--- src/rtl/dna_port_arbiter_if.sv ---
// Requester-side bus for the DNA port arbiter: per-requester req/ack
// handshake, cache flush, and the shared DNA result with its status flags.
interface dna_port_arbiter_if #(
    parameter int NUM_REQ = 2
);
    logic [NUM_REQ-1:0] req;
    logic [NUM_REQ-1:0] ack;
    logic               flush;
    logic               busy;
    logic               dna_valid;
    logic [63:0]        dna;

    // Requester view: drives requests and flush, observes the result.
    modport master (
        output req,
        output flush,
        input  ack,
        input  busy,
        input  dna_valid,
        input  dna
    );

    // Arbiter view: consumes requests and flush, returns the result.
    modport slave (
        input  req,
        input  flush,
        output ack,
        output busy,
        output dna_valid,
        output dna
    );
endinterface

--- src/rtl/dna_port_arbiter.sv ---
// Owns the device DNA_PORT primitive. On a request with an empty cache it
// issues one READ cycle followed by DNA_BITS SHIFT cycles, assembles the
// serial stream MSB-first into a zero-extended 64-bit value and caches it.
// Requesters are served one at a time through a round-robin arbiter; a
// cached value is returned one cycle after the request is sampled.
module dna_port_arbiter #(
    parameter int DNA_BITS = 57,
    parameter int NUM_REQ  = 2
) (
    input  logic                 clk,
    input  logic                 rst_n,
    dna_port_arbiter_if.slave    bus,
    output logic                 dnap_read,
    output logic                 dnap_shift,
    output logic                 dnap_din,
    input  logic                 dnap_dout
);

    // Pointer/grant width; a single requester still needs one bit.
    localparam int PW = (NUM_REQ > 1) ? $clog2(NUM_REQ) : 1;
    // Bit counter wide enough to hold DNA_BITS-1 for up to 64 bits.
    localparam int CW = 7;

    localparam logic [1:0] ST_IDLE  = 2'd0;
    localparam logic [1:0] ST_LOAD  = 2'd1;
    localparam logic [1:0] ST_SHIFT = 2'd2;
    localparam logic [1:0] ST_DONE  = 2'd3;

    logic [1:0]         state_reg;
    logic [PW-1:0]      ptr_reg;
    logic [PW-1:0]      grant_reg;
    logic [CW-1:0]      count_reg;
    logic [63:0]        shreg_reg;
    logic [63:0]        dna_reg;
    logic               dna_valid_reg;
    logic               busy_reg;
    logic [NUM_REQ-1:0] ack_reg;
    logic               read_reg;
    logic               shift_en_reg;

    // Combinational arbitration results and ack decode.
    logic [NUM_REQ-1:0] hi_mask;
    logic [NUM_REQ-1:0] req_hi;
    logic [PW-1:0]      chain_hi  [0:NUM_REQ];
    logic [PW-1:0]      chain_all [0:NUM_REQ];
    logic [PW-1:0]      pick;
    logic               any_req;
    logic [NUM_REQ-1:0] ack_next;
    logic [63:0]        shreg_next;
    logic               last_bit;
    logic [PW-1:0]      ptr_next;

    // Round-robin search: requesters at or above the pointer take priority;
    // if none of those are requesting, the lowest requester overall wins,
    // which is the wrap-around part of the search. Each chain is a simple
    // lowest-index priority encoder built from the top down.
    assign chain_hi[NUM_REQ]  = '0;
    assign chain_all[NUM_REQ] = '0;

    genvar gi;
    generate
        for (gi = 0; gi < NUM_REQ; gi++) begin : g_arb
            assign hi_mask[gi]   = (ptr_reg <= PW'(gi));
            assign req_hi[gi]    = bus.req[gi] & hi_mask[gi];
            assign chain_hi[gi]  = req_hi[gi]  ? PW'(gi) : chain_hi[gi+1];
            assign chain_all[gi] = bus.req[gi] ? PW'(gi) : chain_all[gi+1];
            // Only the locked grant can be acknowledged, and only while its
            // requester is still asking; this also keeps ack one-hot.
            assign ack_next[gi]  = (state_reg == ST_DONE) &&
                                   (grant_reg == PW'(gi)) && bus.req[gi];
        end
    endgenerate

    assign any_req = |bus.req;
    assign pick    = (|req_hi) ? chain_hi[0] : chain_all[0];

    // Next shift-register value and end-of-read detection.
    assign shreg_next = {shreg_reg[62:0], dnap_dout};
    assign last_bit   = (count_reg == CW'(DNA_BITS - 1));

    // Pointer advances past the requester just served, wrapping at NUM_REQ.
    assign ptr_next = (grant_reg == PW'(NUM_REQ - 1)) ? '0 : grant_reg + PW'(1);

    // Main sequencer: arbitration, DNA_PORT protocol, cache and ack pulses.
    always_ff @(posedge clk or negedge rst_n) begin
        if (!rst_n) begin
            state_reg     <= ST_IDLE;
            ptr_reg       <= '0;
            grant_reg     <= '0;
            count_reg     <= '0;
            shreg_reg     <= '0;
            dna_reg       <= '0;
            dna_valid_reg <= 1'b0;
            busy_reg      <= 1'b0;
            ack_reg       <= '0;
            read_reg      <= 1'b0;
            shift_en_reg  <= 1'b0;
        end else begin
            // Ack is a single-cycle pulse, only ever raised leaving DONE.
            ack_reg <= ack_next;
            case (state_reg)
                ST_IDLE: begin
                    if (bus.flush) begin
                        dna_valid_reg <= 1'b0;
                    end
                    if (any_req) begin
                        grant_reg <= pick;
                        // A flush in the same cycle wins over a cache hit.
                        if (dna_valid_reg && !bus.flush) begin
                            state_reg <= ST_DONE;
                        end else begin
                            state_reg <= ST_LOAD;
                            read_reg  <= 1'b1;
                            busy_reg  <= 1'b1;
                        end
                    end
                end
                ST_LOAD: begin
                    // READ has been presented for one cycle; start shifting.
                    read_reg     <= 1'b0;
                    shift_en_reg <= 1'b1;
                    count_reg    <= '0;
                    shreg_reg    <= '0;
                    state_reg    <= ST_SHIFT;
                end
                ST_SHIFT: begin
                    // Flush is ignored here: the value being read is fresh.
                    shreg_reg <= shreg_next;
                    if (last_bit) begin
                        dna_reg       <= shreg_next;
                        dna_valid_reg <= 1'b1;
                        shift_en_reg  <= 1'b0;
                        busy_reg      <= 1'b0;
                        state_reg     <= ST_DONE;
                    end else begin
                        count_reg <= count_reg + CW'(1);
                    end
                end
                ST_DONE: begin
                    if (bus.flush) begin
                        dna_valid_reg <= 1'b0;
                    end
                    ptr_reg   <= ptr_next;
                    state_reg <= ST_IDLE;
                end
                default: begin
                    state_reg <= ST_IDLE;
                end
            endcase
        end
    end

    assign bus.ack       = ack_reg;
    assign bus.busy      = busy_reg;
    assign bus.dna_valid = dna_valid_reg;
    assign bus.dna       = dna_reg;
    assign dnap_read     = read_reg;
    assign dnap_shift    = shift_en_reg;
    // DNA_PORT is only ever read, so nothing is rotated in.
    assign dnap_din      = 1'b0;

endmodule
--- src/flat_wrapper.sv ---
// flat-port wrapper written by rule: the top's interface ports become plain ports
module dna_port_arbiter_flat 
#(
    parameter int DNA_BITS = 57,
    parameter int NUM_REQ  = 2
)
  (clk, rst_n, dnap_read, dnap_shift, dnap_din, dnap_dout, bus_req, bus_flush, bus_ack, bus_busy, bus_dna_valid, bus_dna);
  dna_port_arbiter_if #(.NUM_REQ(NUM_REQ)) bus_i ();
  input  logic clk;
  input  logic rst_n;
  output logic dnap_read;
  output logic dnap_shift;
  output logic dnap_din;
  input  logic dnap_dout;
  input wire logic [$bits(bus_i.req)-1:0] bus_req;
  input wire logic [$bits(bus_i.flush)-1:0] bus_flush;
  output wire logic [$bits(bus_i.ack)-1:0] bus_ack;
  output wire logic [$bits(bus_i.busy)-1:0] bus_busy;
  output wire logic [$bits(bus_i.dna_valid)-1:0] bus_dna_valid;
  output wire logic [$bits(bus_i.dna)-1:0] bus_dna;
  assign bus_i.req = bus_req;
  assign bus_i.flush = bus_flush;
  assign bus_ack = bus_i.ack;
  assign bus_busy = bus_i.busy;
  assign bus_dna_valid = bus_i.dna_valid;
  assign bus_dna = bus_i.dna;
  dna_port_arbiter #(.DNA_BITS(DNA_BITS), .NUM_REQ(NUM_REQ)) u_core (.clk(clk), .rst_n(rst_n), .bus(bus_i), .dnap_read(dnap_read), .dnap_shift(dnap_shift), .dnap_din(dnap_din), .dnap_dout(dnap_dout));
endmodule
--- config.mk ---
export PLATFORM = sky130hd
export DESIGN_NAME = dna_port_arbiter_flat
export DESIGN_NICKNAME = d
export VERILOG_FILES = /design/src/rtl/dna_port_arbiter_if.sv /design/src/rtl/dna_port_arbiter.sv /design/src/flat_wrapper.sv
export SDC_FILE = /design/constraint.sdc
export NUM_CORES = 1
export LEC_CHECK = 0
export CORE_UTILIZATION = 45
export DETAILED_ROUTE_END_ITERATION = 10
export PLACE_DENSITY_LB_ADDON = 0.2
export SYNTH_ARGS = -nofsm -noshare
export SYNTH_HDL_FRONTEND = slang
export SYNTH_SLANG_ARGS = --single-unit
--- constraint.sdc ---
create_clock -name clk -period 2.96 [get_ports clk]
set_input_delay 0.444 -clock clk [delete_from_list [all_inputs] [get_ports clk]]
set_output_delay 0.444 -clock clk [all_outputs]
set_load 0.05 [all_outputs]
# --- After elaboration in Yosys (flattened, before gate mapping) ---
# Index checks and enable logic that the tools add are counted.
classes:
  addsub: 2
  multipliers: 0
  n_div: 0
  n_lt_le_gt_ge: 2
  eq_ne: 9
  shift: 0
  n_mux: 22
  bitwise: 3
  reduce_logical: 22
op_table:
  columns: ["cell", "n"]
  rows:
  - ["63-bit case mux with 2 select lines", 1]
  - ["7-bit case mux with 2 select lines", 1]
  - ["1-bit 2-to-1 mux", 11]
  - ["2-bit AND reduction", 5]
  - ["1-bit case mux with 2 select lines", 4]
  - ["2-bit case mux with 4 select lines", 1]
  - ["2-bit nonzero test", 4]
  - ["7-bit by 1-bit adder with 7-bit output, second input constant", 1]
  - ["7-bit by 6-bit == test with 1-bit output, second input constant", 1]
  - ["7-bit 2-to-1 mux", 1]
  - ["2-bit 2-to-1 mux", 3]
  - ["2-bit by 1-bit inequality test with 1-bit output, second input constant", 3]
  - ["3-bit AND reduction", 2]
  - ["2-bit OR reduction", 3]
  - ["1-bit logical AND", 5]
  - ["2-bit == test, second input constant", 2]
  - ["2-bit inequality test, second input constant", 2]
  - ["4-bit AND reduction", 1]
  - ["1-bit AND", 2]
  - ["2-bit by 1-bit == test with 1-bit output, second input constant", 1]
  - ["1-bit <= comparator, second input constant", 2]
  - ["2-bit logical NOT", 1]
  - ["1-bit adder, second input constant", 1]
  - ["1-bit logical NOT", 1]
  - ["1-bit NOT", 1]
word_totals:
  reg_bits: 144
  latch_bits: 0
  mem_bits_rw: 0
  mem_bits_ro: 0
  inputBits: 6
  wordCells: 71
  memories: 0

# --- Logic depth before layout (Yosys ltp) ---
logic_depth:
  word_depth: 5
  ltp_mapped: 7
  mapped_depth_nobuf: 6

# --- Least setup slack after synthesis ---
# OpenSTA, ideal clock, no wires.
synth_timing:
  path_kind: "register -> register"
  start: "register u_core.count_reg[2]"
  end: "register u_core.dna_reg[13] (netlist: u_core.bus.dna[13])"
  arrival_ps: 1578
  t_required_ps: 2835
  setup_slack_ps: 1256
  path_stages_with_launch: 7
  n_path_buf: 3
  cell_sequence: "dfrtp_1 clkbuf_1 nor4b_4 nand2_1 buf_6 buf_6 mux2_4"
synth_via:
  elab_chain_cells: 2
synth_lines:
  columns: ["element", "line", "rtl"]
  rows:
  - ["from (decl)", "dna_port_arbiter.sv:32", "logic [CW-1:0] count_reg;"]
  - ["from (signal assigned)", "dna_port_arbiter.sv:136", "count_reg <= count_reg + CW'(1);"]
  - ["7-bit by 6-bit == test with 1-bit output", "dna_port_arbiter.sv:79", "assign last_bit = (count_reg == CW'(DNA_BITS - 1));"]
  - ["2-bit AND reduction (no source line)", null, null]
  - ["to (signal assigned)", "dna_port_arbiter.sv:130", "dna_reg <= shreg_next;"]
  - ["to (decl)", "dna_port_arbiter.sv:34", "logic [63:0] dna_reg;"]
# Every way passes these cells.
# A chain may end at the register's enable or synchronous reset.

# --- Worst setup path in the final report ---
layout_timing:
  start: "register u_core.count_reg[1]"
  end: "register u_core.dna_reg[45] (netlist: u_core.bus.dna[45])"
# Same word-level chain as after synthesis.

==> results.json <==
{
  "grt_pass1_wl_um": 18900,
  "drt-initial-drc-count": 256,
  "fin_setup_tns_ns": 0,
  "r2r_slack_ns": 0.77,
  "antenna_left": 0,
  "first_pass_iters": 4,
  "r2r_end": "u_core.bus.dna[45]$_DFFE_PN0P_",
  "hp-start": "u_core.grant_reg$_DFFE_PN0P_",
  "hold_depth": 1,
  "grt_pass1_vias": 3796,
  "path_clk_slew_ns": 0.06,
  "numCtsBuffers": 17,
  "cts_root_buf": "clkbuf_16",
  "gp_congestion": 0.823,
  "syn_inst": 502,
  "n_fill_cell": 1076,
  "finalMaxSlewViolations": 0,
  "largest_register_ffs": 64,
  "ys_ff_latch": 144,
  "period_needed_ns": 2.19,
  "setup_viol": 0,
  "timing.slew.headroom": 0.517,
  "wire_per_inst_um": 14.6,
  "power_density_mw_per_mm2": 560,
  "worstHoldEndpoint": "u_core.bus.ack[0]$_DFF_PN0_",
  "drc_errors": 0,
  "worst_slew_pin_slew_ns": 0.724,
  "seq_area_mm2": 0.00360,
  "floorplan.die_area_mm2": 0.0139,
  "wirelength_um": 11000,
  "clk_latency_ns": 0.42,
  "cp_max_fo": 45,
  "synth_cell_types": 32,
  "routed_via_density": 4.97,
  "drv_cap": 0,
  "worstReg2RegStart": "u_core.count_reg[1]$_DFFE_PN0P_",
  "grtUsageTotal": 0.173,
  "die_y_um": 118,
  "yosysWarnings": 0,
  "multiInputGateArea_mm2": 0.00200,
  "grt_max_degree": 77,
  "status": "finished clean",
  "skew_ns": 0.00891,
  "h-tree-depth": 4,
  "hold_viol": 0,
  "cp.arrival_ns": 2.49,
  "fin_crit_sh": 0.740,
  "cts_tree": "yes",
  "cp_data_required_time_ns": 3.26,
  "start_kind": "flop",
  "cts_buffer_depth": 2,
  "ys_seq_area_frac": 0.598,
  "rsz0062_at_grt": "false",
  "final_cell_mix": "dfrtp_1, clkdlybuf4s50_1, inv_1",
  "start_util": 0.470,
  "num_rows": 41,
  "fp.dieW_um": 118,
  "ff2ff_path_depth": 6,
  "avgSynthCellArea_um2": 12.0,
  "critPathKind": "reg -> reg",
  "min_path_type": "reg -> reg",
  "max_freq_mhz": 457,
  "drive_gt1_frac": 0.177,
  "diodes": 0,
  "dp_hpwl_um": 6790,
  "port_buffers": 75,
  "post_cts_resized": 0,
  "io_pins": 77,
  "synthesis.nets": 514,
  "final_common_cell": "dfrtp_1",
  "ir_worst_vdd_mv": 0.307,
  "antenna_found_initial": 0,
  "dr_total_vias": 3752,
  "power.total_mw": 4.20,
  "worstSetupEndpointType": "flop",
  "leakage_nw": 3.77,
  "syn-cell-area_mm2": 0.00603,
  "nets": 582,
  "core_area_mm2": 0.0128,
  "syn_to_final_growth_pct": 24.3,
  "cts_sinks": 144,
  "grt_overflow_total": 0
}
## per-stage QoR
| step | hold slack (ns) | setup slack (ns) | instances | utilization | area, µm² |
|---|---|---|---|---|---|
| 3_5_place_dp | 0.403 | 0.827 | 722 | 0.539 | 6910 |
| 2_1_floorplan | 0.148 | 1.26 | 502 | - | 6030 |
| 3_3_place_gp | 0.406 | 0.900 | 722 | 0.539 | 6910 |
| 4_1_cts | 0.484 | 0.805 | 755 | 0.584 | 7490 |
| 5_1_grt | 0.517 | 0.722 | 755 | 0.584 | 7490 |
| 6_report | 0.479 | 0.771 | 755 | 0.584 | 7490 |
## worst max-delay path by stage
stage,depth (start not counted),slack (ns),endpoint,from
3_5_place_dp,6,0.83,u_core.bus.dna[45]$_DFFE_PN0P_,u_core.count_reg[1]$_DFFE_PN0P_
5_1_grt,6,0.72,u_core.bus.dna[45]$_DFFE_PN0P_,u_core.count_reg[1]$_DFFE_PN0P_
4_1_cts,6,0.80,u_core.bus.dna[45]$_DFFE_PN0P_,u_core.count_reg[1]$_DFFE_PN0P_
6_report,6,0.77,u_core.bus.dna[45]$_DFFE_PN0P_,u_core.count_reg[1]$_DFFE_PN0P_
3_3_place_gp,6,0.90,u_core.count_reg[6]$_DFFE_PN0P_,u_core.state_reg[0]$_DFFE_PN0P_
2_1_floorplan,6,1.26,u_core.bus.dna[13]$_DFFE_PN0P_,u_core.count_reg[2]$_DFFE_PN0P_
## area by class of cell
class	instances	area share
Sequential cell	144	0.481
Multi-Input combinational cell	252	0.267
Timing Repair Buffer	82	0.111
Clock buffer	26	0.0653
Inverter	73	0.0366
Tap cell	172	0.0287
Clock inverter	6	0.0107
## timing repair
action	4_1_cts	5_1_grt
hold endpoints to repair	47	0
hold buffers	1	0
setup buffers	0	0
## synth_stat cells
cell,count,area [µm²]
buf_4,1,7.51
o211ai_1,2,15.0
a31oi_1,2,12.5
a22o_1,3,26.3
a21oi_1,5,25.0
buf_6,6,67.6
ha_1,6,75.1
nand3_2,1,10.0
a32o_1,1,10.0
nand3_1,65,325
nor4b_4,1,23.8
buf_1,2,7.51
o2bb2ai_1,5,43.8
nand4_1,2,12.5
conb_1,1,3.75
mux2i_1,3,30.0
buf_2,1,5.00
o21ai_0,63,315
or4b_1,1,10.0
dfrtp_1,144,3600
clkinv_1,1,3.75
o22ai_1,3,18.8
inv_1,72,270
a22oi_1,1,7.51
nor3_1,1,5.00
clkbuf_1,23,86.3
nor2_1,10,37.5
nand2_1,8,30.0
o22a_1,2,17.5
and3_1,1,6.26
mux2_4,49,736
mux2_2,16,180
## layer usage
| layer | wire length, µm | GRT usage |
|---|---|---|
| met3 | 485 | 0.0562 |
| met1 | 5330 | 0.234 |
| met2 | 4990 | 0.256 |
| met5 | 0 | 0 |
| met4 | 180 | 0.0729 |
## worst max-delay path, stage by stage (launching register included)
cell	delay, ns
dfrtp_1	0.42
inv_1	0.10
ha_1	0.16
nor4b_4	0.38
nand2_4	0.30
buf_12	0.30
mux2_4	0.35
## power breakdown
part / leakage, nW / internal, mW / switching, mW
Clock: 0.282 / 1.30 / 0.761
Combinational: 1.63 / 0.0352 / 0.0674
Sequential: 1.87 / 2.01 / 0.0282
Total: 3.77 / 3.34 / 0.857
## cells by family (layout without fill, tap and decap cells)
logic type / Yosys count / count (layout) / share of synthesized area
AOI/OAI and AO/OA: 87 / 87 / 0.0816
buffers and inverters: 106 / 187 / 0.0743
adders and majority gates: 6 / 6 / 0.0125
muxes: 68 / 68 / 0.157
and+or+nand+nor: 90 / 90 / 0.0764
other: 1 / 1 / 0.000622
DFF: 144 / 144 / 0.598
No activity file was read; power rests on OpenSTA's default activity.
